<file path="config.mk">
export PLATFORM = sky130hd
export DESIGN_NAME = tlb_refill_ctrl
export DESIGN_NICKNAME = d
export VERILOG_FILES = /design/src/rtl/tlb_refill_ctrl_pkg.sv /design/src/rtl/tlb_refill_addr_gen.sv /design/src/rtl/tlb_refill_ctrl.sv
export SDC_FILE = /design/constraint.sdc
export NUM_CORES = 1
export LEC_CHECK = 0
export ABC_AREA = 1
export CORE_UTILIZATION = 43
export DETAILED_ROUTE_END_ITERATION = 8
export GPL_TIMING_DRIVEN = 0
export PLACE_DENSITY_LB_ADDON = 0.1
export SLEW_MARGIN = 40
export SYNTH_ARGS = -nofsm -noshare
export SYNTH_HDL_FRONTEND = slang
export SYNTH_SLANG_ARGS = --single-unit
</file>
<file path="constraint.sdc">
create_clock -name clk -period 2.7 [get_ports clk]
set_input_delay 0.405 -clock clk [delete_from_list [all_inputs] [get_ports clk]]
set_output_delay 0.405 -clock clk [all_outputs]
set_load 0.1 [all_outputs]
</file>
<file path="src/rtl/tlb_refill_ctrl_pkg.sv">
// Shared definitions for the TLB refill controller: exception codes, table bases, FSM states.
// Optional round-robin tie arbitration is enabled with the TLB_REFILL_RR_EN macro.
package tlb_refill_ctrl_pkg;

   localparam logic [31:0] EXC_ITLB_MISS = 32'd12;
   localparam logic [31:0] EXC_DTLB_MISS = 32'd13;

   localparam logic [31:0] ITLB_BASE_ADDRESS_SHIFT_CORE0 = 32'h0000_8000;
   localparam logic [31:0] DTLB_BASE_ADDRESS_SHIFT_CORE0 = 32'h0000_C000;

   // src encoding used throughout: 0 = ITLB, 1 = DTLB
   localparam logic SRC_ITLB = 1'b0;
   localparam logic SRC_DTLB = 1'b1;

   typedef enum logic [2:0] {
      ST_IDLE  = 3'd0,
      ST_ADDR  = 3'd1,
      ST_ISSUE = 3'd2,
      ST_WAIT  = 3'd3,
      ST_RESP  = 3'd4
   } state_t;

   function automatic logic [31:0] exc_of(input logic src);
      return (src == SRC_DTLB) ? EXC_DTLB_MISS : EXC_ITLB_MISS;
   endfunction

endpackage

</file>
<file path="src/rtl/tlb_refill_addr_gen.sv">
// PTE address generation: table base of the requesting TLB plus the page index scaled to 4-byte entries.
// Carry out of the top bit is dropped (modulo 2^ADDR_W).
module tlb_refill_addr_gen
   import tlb_refill_ctrl_pkg::*;
#(
   parameter int              ADDR_W     = 32,
   parameter int              PAGE_SHIFT = 12,
   parameter logic [ADDR_W-1:0] ITLB_BASE = ADDR_W'(ITLB_BASE_ADDRESS_SHIFT_CORE0),
   parameter logic [ADDR_W-1:0] DTLB_BASE = ADDR_W'(DTLB_BASE_ADDRESS_SHIFT_CORE0)
) (
   input  logic              src,
   input  logic [ADDR_W-1:0] vaddr,
   output logic [ADDR_W-1:0] pte_addr
);

   logic [ADDR_W-1:0] base;
   logic [ADDR_W-1:0] index;

   always_comb begin
      base     = (src == SRC_DTLB) ? DTLB_BASE : ITLB_BASE;
      index    = (vaddr >> PAGE_SHIFT) << 2;
      pte_addr = base + index;
   end

endmodule

</file>
<file path="src/rtl/tlb_refill_ctrl.sv">
// TLB refill sequencer: arbitrates ITLB/DTLB misses and runs one PTE read on the shared memory port.
// Define TLB_REFILL_RR_EN for round-robin on simultaneous misses; otherwise DTLB has fixed priority.
module tlb_refill_ctrl
   import tlb_refill_ctrl_pkg::*;
#(
   parameter int              ADDR_W     = 32,
   parameter int              PAGE_SHIFT = 12,
   parameter logic [ADDR_W-1:0] ITLB_BASE = ADDR_W'(32'h0000_8000),
   parameter logic [ADDR_W-1:0] DTLB_BASE = ADDR_W'(32'h0000_C000)
) (
   input  logic              clk,
   input  logic              reset_n,
   input  logic              itlb_miss_i,
   input  logic [ADDR_W-1:0] itlb_vaddr_i,
   input  logic              dtlb_miss_i,
   input  logic [ADDR_W-1:0] dtlb_vaddr_i,
   output logic              mem_req_o,
   output logic [ADDR_W-1:0] mem_addr_o,
   input  logic              mem_gnt_i,
   input  logic              mem_rvalid_i,
   input  logic [ADDR_W-1:0] mem_rdata_i,
   output logic              itlb_done_o,
   output logic              dtlb_done_o,
   output logic [ADDR_W-1:0] pte_o,
   output logic              fault_o,
   output logic [31:0]       exc_code_o,
   output logic              busy_o
);

   state_t            state;
   logic              src_q;
   logic [ADDR_W-1:0] vaddr_q;
   logic [ADDR_W-1:0] addr_calc;
   logic              grant_dtlb;

`ifdef TLB_REFILL_RR_EN
   // Remembers who won the last tie; cleared so DTLB takes the first tie.
   logic last_dtlb_q;

   assign grant_dtlb = dtlb_miss_i & (~itlb_miss_i | ~last_dtlb_q);

   always_ff @(posedge clk or negedge reset_n) begin
      if (!reset_n) begin
         last_dtlb_q <= 1'b0;
      end else if (state == ST_IDLE && itlb_miss_i && dtlb_miss_i) begin
         last_dtlb_q <= grant_dtlb;
      end
   end
`else
   assign grant_dtlb = dtlb_miss_i;
`endif

   tlb_refill_addr_gen #(
      .ADDR_W     (ADDR_W),
      .PAGE_SHIFT (PAGE_SHIFT),
      .ITLB_BASE  (ITLB_BASE),
      .DTLB_BASE  (DTLB_BASE)
   ) u_addr_gen (
      .src      (src_q),
      .vaddr    (vaddr_q),
      .pte_addr (addr_calc)
   );

   always_ff @(posedge clk or negedge reset_n) begin
      if (!reset_n) begin
         state       <= ST_IDLE;
         src_q       <= SRC_ITLB;
         vaddr_q     <= '0;
         mem_req_o   <= 1'b0;
         mem_addr_o  <= '0;
         itlb_done_o <= 1'b0;
         dtlb_done_o <= 1'b0;
         pte_o       <= '0;
         fault_o     <= 1'b0;
         exc_code_o  <= '0;
         busy_o      <= 1'b0;
      end else begin
         itlb_done_o <= 1'b0;
         dtlb_done_o <= 1'b0;
         fault_o     <= 1'b0;
         case (state)
            ST_IDLE: begin
               if (itlb_miss_i || dtlb_miss_i) begin
                  src_q      <= grant_dtlb;
                  vaddr_q    <= grant_dtlb ? dtlb_vaddr_i : itlb_vaddr_i;
                  exc_code_o <= exc_of(grant_dtlb);
                  busy_o     <= 1'b1;
                  state      <= ST_ADDR;
               end
            end
            ST_ADDR: begin
               mem_addr_o <= addr_calc;
               mem_req_o  <= 1'b1;
               state      <= ST_ISSUE;
            end
            ST_ISSUE: begin
               if (mem_gnt_i) begin
                  mem_req_o <= 1'b0;
                  state     <= ST_WAIT;
               end
            end
            ST_WAIT: begin
               if (mem_rvalid_i) begin
                  pte_o       <= mem_rdata_i;
                  fault_o     <= ~mem_rdata_i[0];
                  itlb_done_o <= (src_q == SRC_ITLB);
                  dtlb_done_o <= (src_q == SRC_DTLB);
                  state       <= ST_RESP;
               end
            end
            ST_RESP: begin
               exc_code_o <= '0;
               busy_o     <= 1'b0;
               state      <= ST_IDLE;
            end
            default: state <= ST_IDLE;
         endcase
      end
   end

endmodule

</file>
### Yosys cells after proc, flatten, opt, wreduce, memory -nomap -nowiden

Cells that the tools add are included.

| operators by class | value |
|---|---|
| muxes and demuxes | 19 |
| bitwise logic cells | 2 |
| reductions and logical operators | 9 |
| eq/ne operators | 7 |
| add/subtract/negate cells | 1 |

Operator list:

| operator | number |
|---|---|
| 2-to-1 mux 32 bit | 2 |
| one-hot mux 32 bit (2 select lines) | 1 |
| adder 16 x 22 -> 23 bit | 1 |
| 2-to-1 mux 15 bit | 1 |
| one-hot mux 3 bit (4 select lines) | 1 |
| 2-to-1 mux 1 bit | 9 |
| 2-to-1 mux 3 bit | 3 |
| AND reduction 2 bit | 4 |
| == test 3 x 2 -> 1 bit, second input constant | 2 |
| inequality test 2 bit, second input constant | 3 |
| one-hot mux 1 bit (2 select lines) | 2 |
| nonzero test 2 bit | 2 |
| == test 3 x 1 -> 1 bit, second input constant | 1 |
| == test 3 bit, second input constant | 1 |
| logical NOT 3 bit | 1 |
| AND reduction 3 bit | 1 |
| inverter 1 bit | 2 |
| logical OR 1 bit | 1 |

| word-level totals | value |
|---|---|
| logic and storage cells | 49 |
| input port bits | 102 |
| bits in registers | 137 |
| output and inout port bits | 101 |

### Depth between registers and ports, before layout

| logic depth | value |
|---|---|
| word-level depth | 3 |
| mapped depth | 8 |
| depth with buffers taken out | 8 |

### Modules after synthesis

From an unflattened synthesis, not the netlist that was laid out.

| second synthesis, totals | value |
|---|---|
| cells, all modules | 650 |
| area, all modules | 5,063.6 sq um |

By module, submodules not included:

| module | area an instance (sq um) | instances | cells each | sequential area each (sq um) |
|---|---|---|---|---|
| tlb_refill_ctrl | 4,680.7 | 1 | 586 | 2,652.5 |
| tlb_refill_addr_gen | 382.9 | 1 | 64 | 0.0 |

### Worst setup path after synthesis

Ideal clock, no wire load.

| path | value |
|---|---|
| path type | register to output |
| start | register exc_code_o[2] |
| end | output port exc_code_o[2] |
| arrival | 1.357 ns |
| path slack | 0.938 ns |
| cell stages (with the launch flop) | 2 |
| data required time | 2.295 ns |
| path buffers | 1 |
| cell sequence | dfrtp_1 -> buf_4 |

RTL lines:

| what | line | source |
|---|---|---|
| start: declaration | tlb_refill_ctrl.sv:26 | `output logic [31:0] exc_code_o,` |
| start signal: assignment | tlb_refill_ctrl.sv:86 | `exc_code_o <= exc_of(grant_dtlb);` |

No word-level cell between the ends.

### Worst setup path in the final report

| path | value |
|---|---|
| start | register exc_code_o[2] |
| end | output port exc_code_o[2] |

No word-level cell between the ends.

==> flow_metrics.py <==
metrics = {
    "clock_tree": {
        "clk_path_buf_depth": 2,
        "tritoncts": "done",
        "htree_levels": 3,
        "clock_sinks": 83,
        "clock_latency_ns": 0.34,
        "cts_resized": 0,
        "cts-root-buf": "clkbuf_8",
        "cts_buffers": 9,
        "path_clk_slew_ns": 0.08,
    },
    "die": {
        "io_pins": 203,
        "start_util": 0.444,
        "die_area_um2": 9440,
        "core_area_um2": 8760,
        "die_y_um": 97.1,
        "die_w_um": 97.1,
        "rows": 34,
    },
    "global_route": {
        "grt_pass1_wl_um": 16000,
        "grt_remaining_overflow": 0,
        "globalRouteTotalUtil": 0.211,
        "antenna_found_initial": 0,
        "grt_use_met2": 0.354,
        "grt_max_degree": 44,
        "grt_pass1_vias": 3460,
        "met3_usage": 0.0561,
        "grt-busiest-layer": "met2",
        "use_met1": 0.262,
    },
    "synth": {
        "syn_area_um2": 3890,
        "synth_top_area_share": 0.534,
        "synth_edf_count": 0,
        "ys_seq_area_frac": 0.534,
        "ys_ff_latch": 83,
        "syn_area_per_cell_um2": 8.09,
        "synthTopCellsByArea": "dfrtp_1 (53%), nand2_1 (22%), buf_4 (8.9%), o21ai_0 (4.1%), inv_1 (3.0%)",
        "yosysWarnings": 0,
        "async_reset_ff_frac": 1.00,
        "synth_most_common_cell": "nand2_1",
        "syn_inst": 481,
        "synth_top_area_cell": "dfrtp_1",
        "synth.distinct_cells": 22,
        "synth_top_cells_by_count": "nand2_1 (232), dfrtp_1 (83), buf_4 (46)",
        "ys.flop_type": "dfrtp_1",
    },
    "setup_path": {
        "cp.arrival_ns": 1.28,
        "cp-end-kind": "primary output",
        "criticalPathCategory": "reg -> out",
        "worstPathRequired_ns": 2.30,
        "critPathMaxFanout": 4,
        "startpoint_type": "flop",
        "reg2regPathDepth": 6,
    },
    "timing": {
        "hold_viol": 0,
        "holdWs_ns": 0.478,
        "tns_ns": 0,
        "post-route-min-period_ns": 1.68,
        "setup_viol": 0,
        "slew_violations": 0,
        "skew_ns": 0.0107,
        "period_share": 0.624,
        "timing.fmax_mhz": 594,
        "rsz0062_at_grt": "false",
    },
    "final_layout": {
        "layout.nets": 775,
        "diodes": 0,
        "fin_cells": 783,
        "area_growth_pct": 41.6,
        "fin_util": 0.629,
        "register_area_um2": 2080,
        "layout-drive-gt1-share": 0.206,
        "nFillCells": 791,
        "multi_input_area_um2": 1410,
    },
    "hold_path": {
        "hp-class": "reg -> reg",
        "holdPathStages": 2,
    },
    "status": {
        "status": "finished clean",
    },
    "detailed_routing": {
        "wl_per_cell_um": 11.6,
        "drtAntennaViolNets": 0,
        "drt-total-wl_um": 9120,
        "drt_iter0_drc": 125,
        "vias_per_cell": 4.38,
        "drcViolationCount": 0,
        "vias": 3432,
        "drt-pass1-iter-count": 4,
    },
    "placement": {
        "globalplace.congestion": 0.831,
        "port_buffers": 138,
        "place_hpwl_um": 6910,
        "post-place-cells": 767,
    },
    "run": {
        "maxCapViolations": 0,
    },
}
## stage by stage
stage               instance area, um^2  setup slack, ns
finish                             5510             1.02
global route                       5510            0.960
CTS                                5510            0.991
detailed placement                 5270            0.850
global placement                   5560            -1.79
floorplan                          4040            0.938
## layer usage
metal / share of wire / up-vias
met5: 0 / -
met4: 0.014 / 0
met1: 0.42 / 1551
li1: - / 1756
met2: 0.49 / 112
met3: 0.077 / 13
## registers in the layout, indices dropped and copies added, names as in the netlist
name / cells
dtlb_done_o: 1
exc_code_o: 2
fault_o: 1
itlb_done_o: 1
mem_addr_o: 21
mem_req_o: 1
pte_o: 32
src_q: 1
state: 3
vaddr_q: 20
## layout make-up
class,instances,area share
buffer,60,0.0776
clock buffer,10,0.0232
clock inverter,5,0.0186
inverter,33,0.0227
multi-input combinational,344,0.256
sequential,83,0.377
tap,108,0.0245
timing repair buffer,140,0.201
## critical path, stage by stage, from the launching register on
cell     delay [ns]
dfrtp_1        0.40
buf_4          0.12
buf_2          0.41
## cells in the final DEF (no fill, tap or decap), types with 3 or more instances in the layout
cell / count
dfrtp_1: 83
inv_1: 31
buf_6: 4
clkbuf_8: 9
clkdlybuf4s50_1: 76
conb_1: 40
nand2_1: 232
nand3_1: 12
buf_4: 46
bufinv_16: 3
buf_2: 67
clkbuf_1: 6
o21ai_1: 4
o21ai_0: 32
nor2_1: 14
## what timing repair did
| action | 4_1_cts | 5_1_grt |
|---|---|---|
| hold endpoints to repair | 42 | 0 |
| setup buffers | 0 | 0 |
| hold buffers | 1 | 0 |
## final timing paths
path,slack (ns),from,to
min reg2reg,0.48,mem_req_o,mem_req_o
max reg2reg,1.29,state[2],vaddr_q[30]
max in group asynchronous,1.60,reset_n,state[0]
min,0.48,mem_req_o,mem_req_o
min in group asynchronous,0.55,reset_n,mem_addr_o[6]
max,1.02,exc_code_o[2],exc_code_o[2]
## cells by family (layout without fill, tap and decap cells)
| logic type | Yosys count | count (layout) | synth area share |
|---|---|---|---|
| flops | 83 | 83 | 0.534 |
| compound gates | 38 | 38 | 0.0489 |
| buf+inv | 93 | 248 | 0.142 |
| fa+ha+maj | 2 | 2 | 0.00643 |
| xor+xnor | 1 | 1 | 0.00225 |
| simple gates | 263 | 263 | 0.266 |
| other cells | 1 | 40 | 0.000963 |
Power is not shown: default switching activity piles up to over one toggle a cycle in this logic, so the estimate is an artifact.
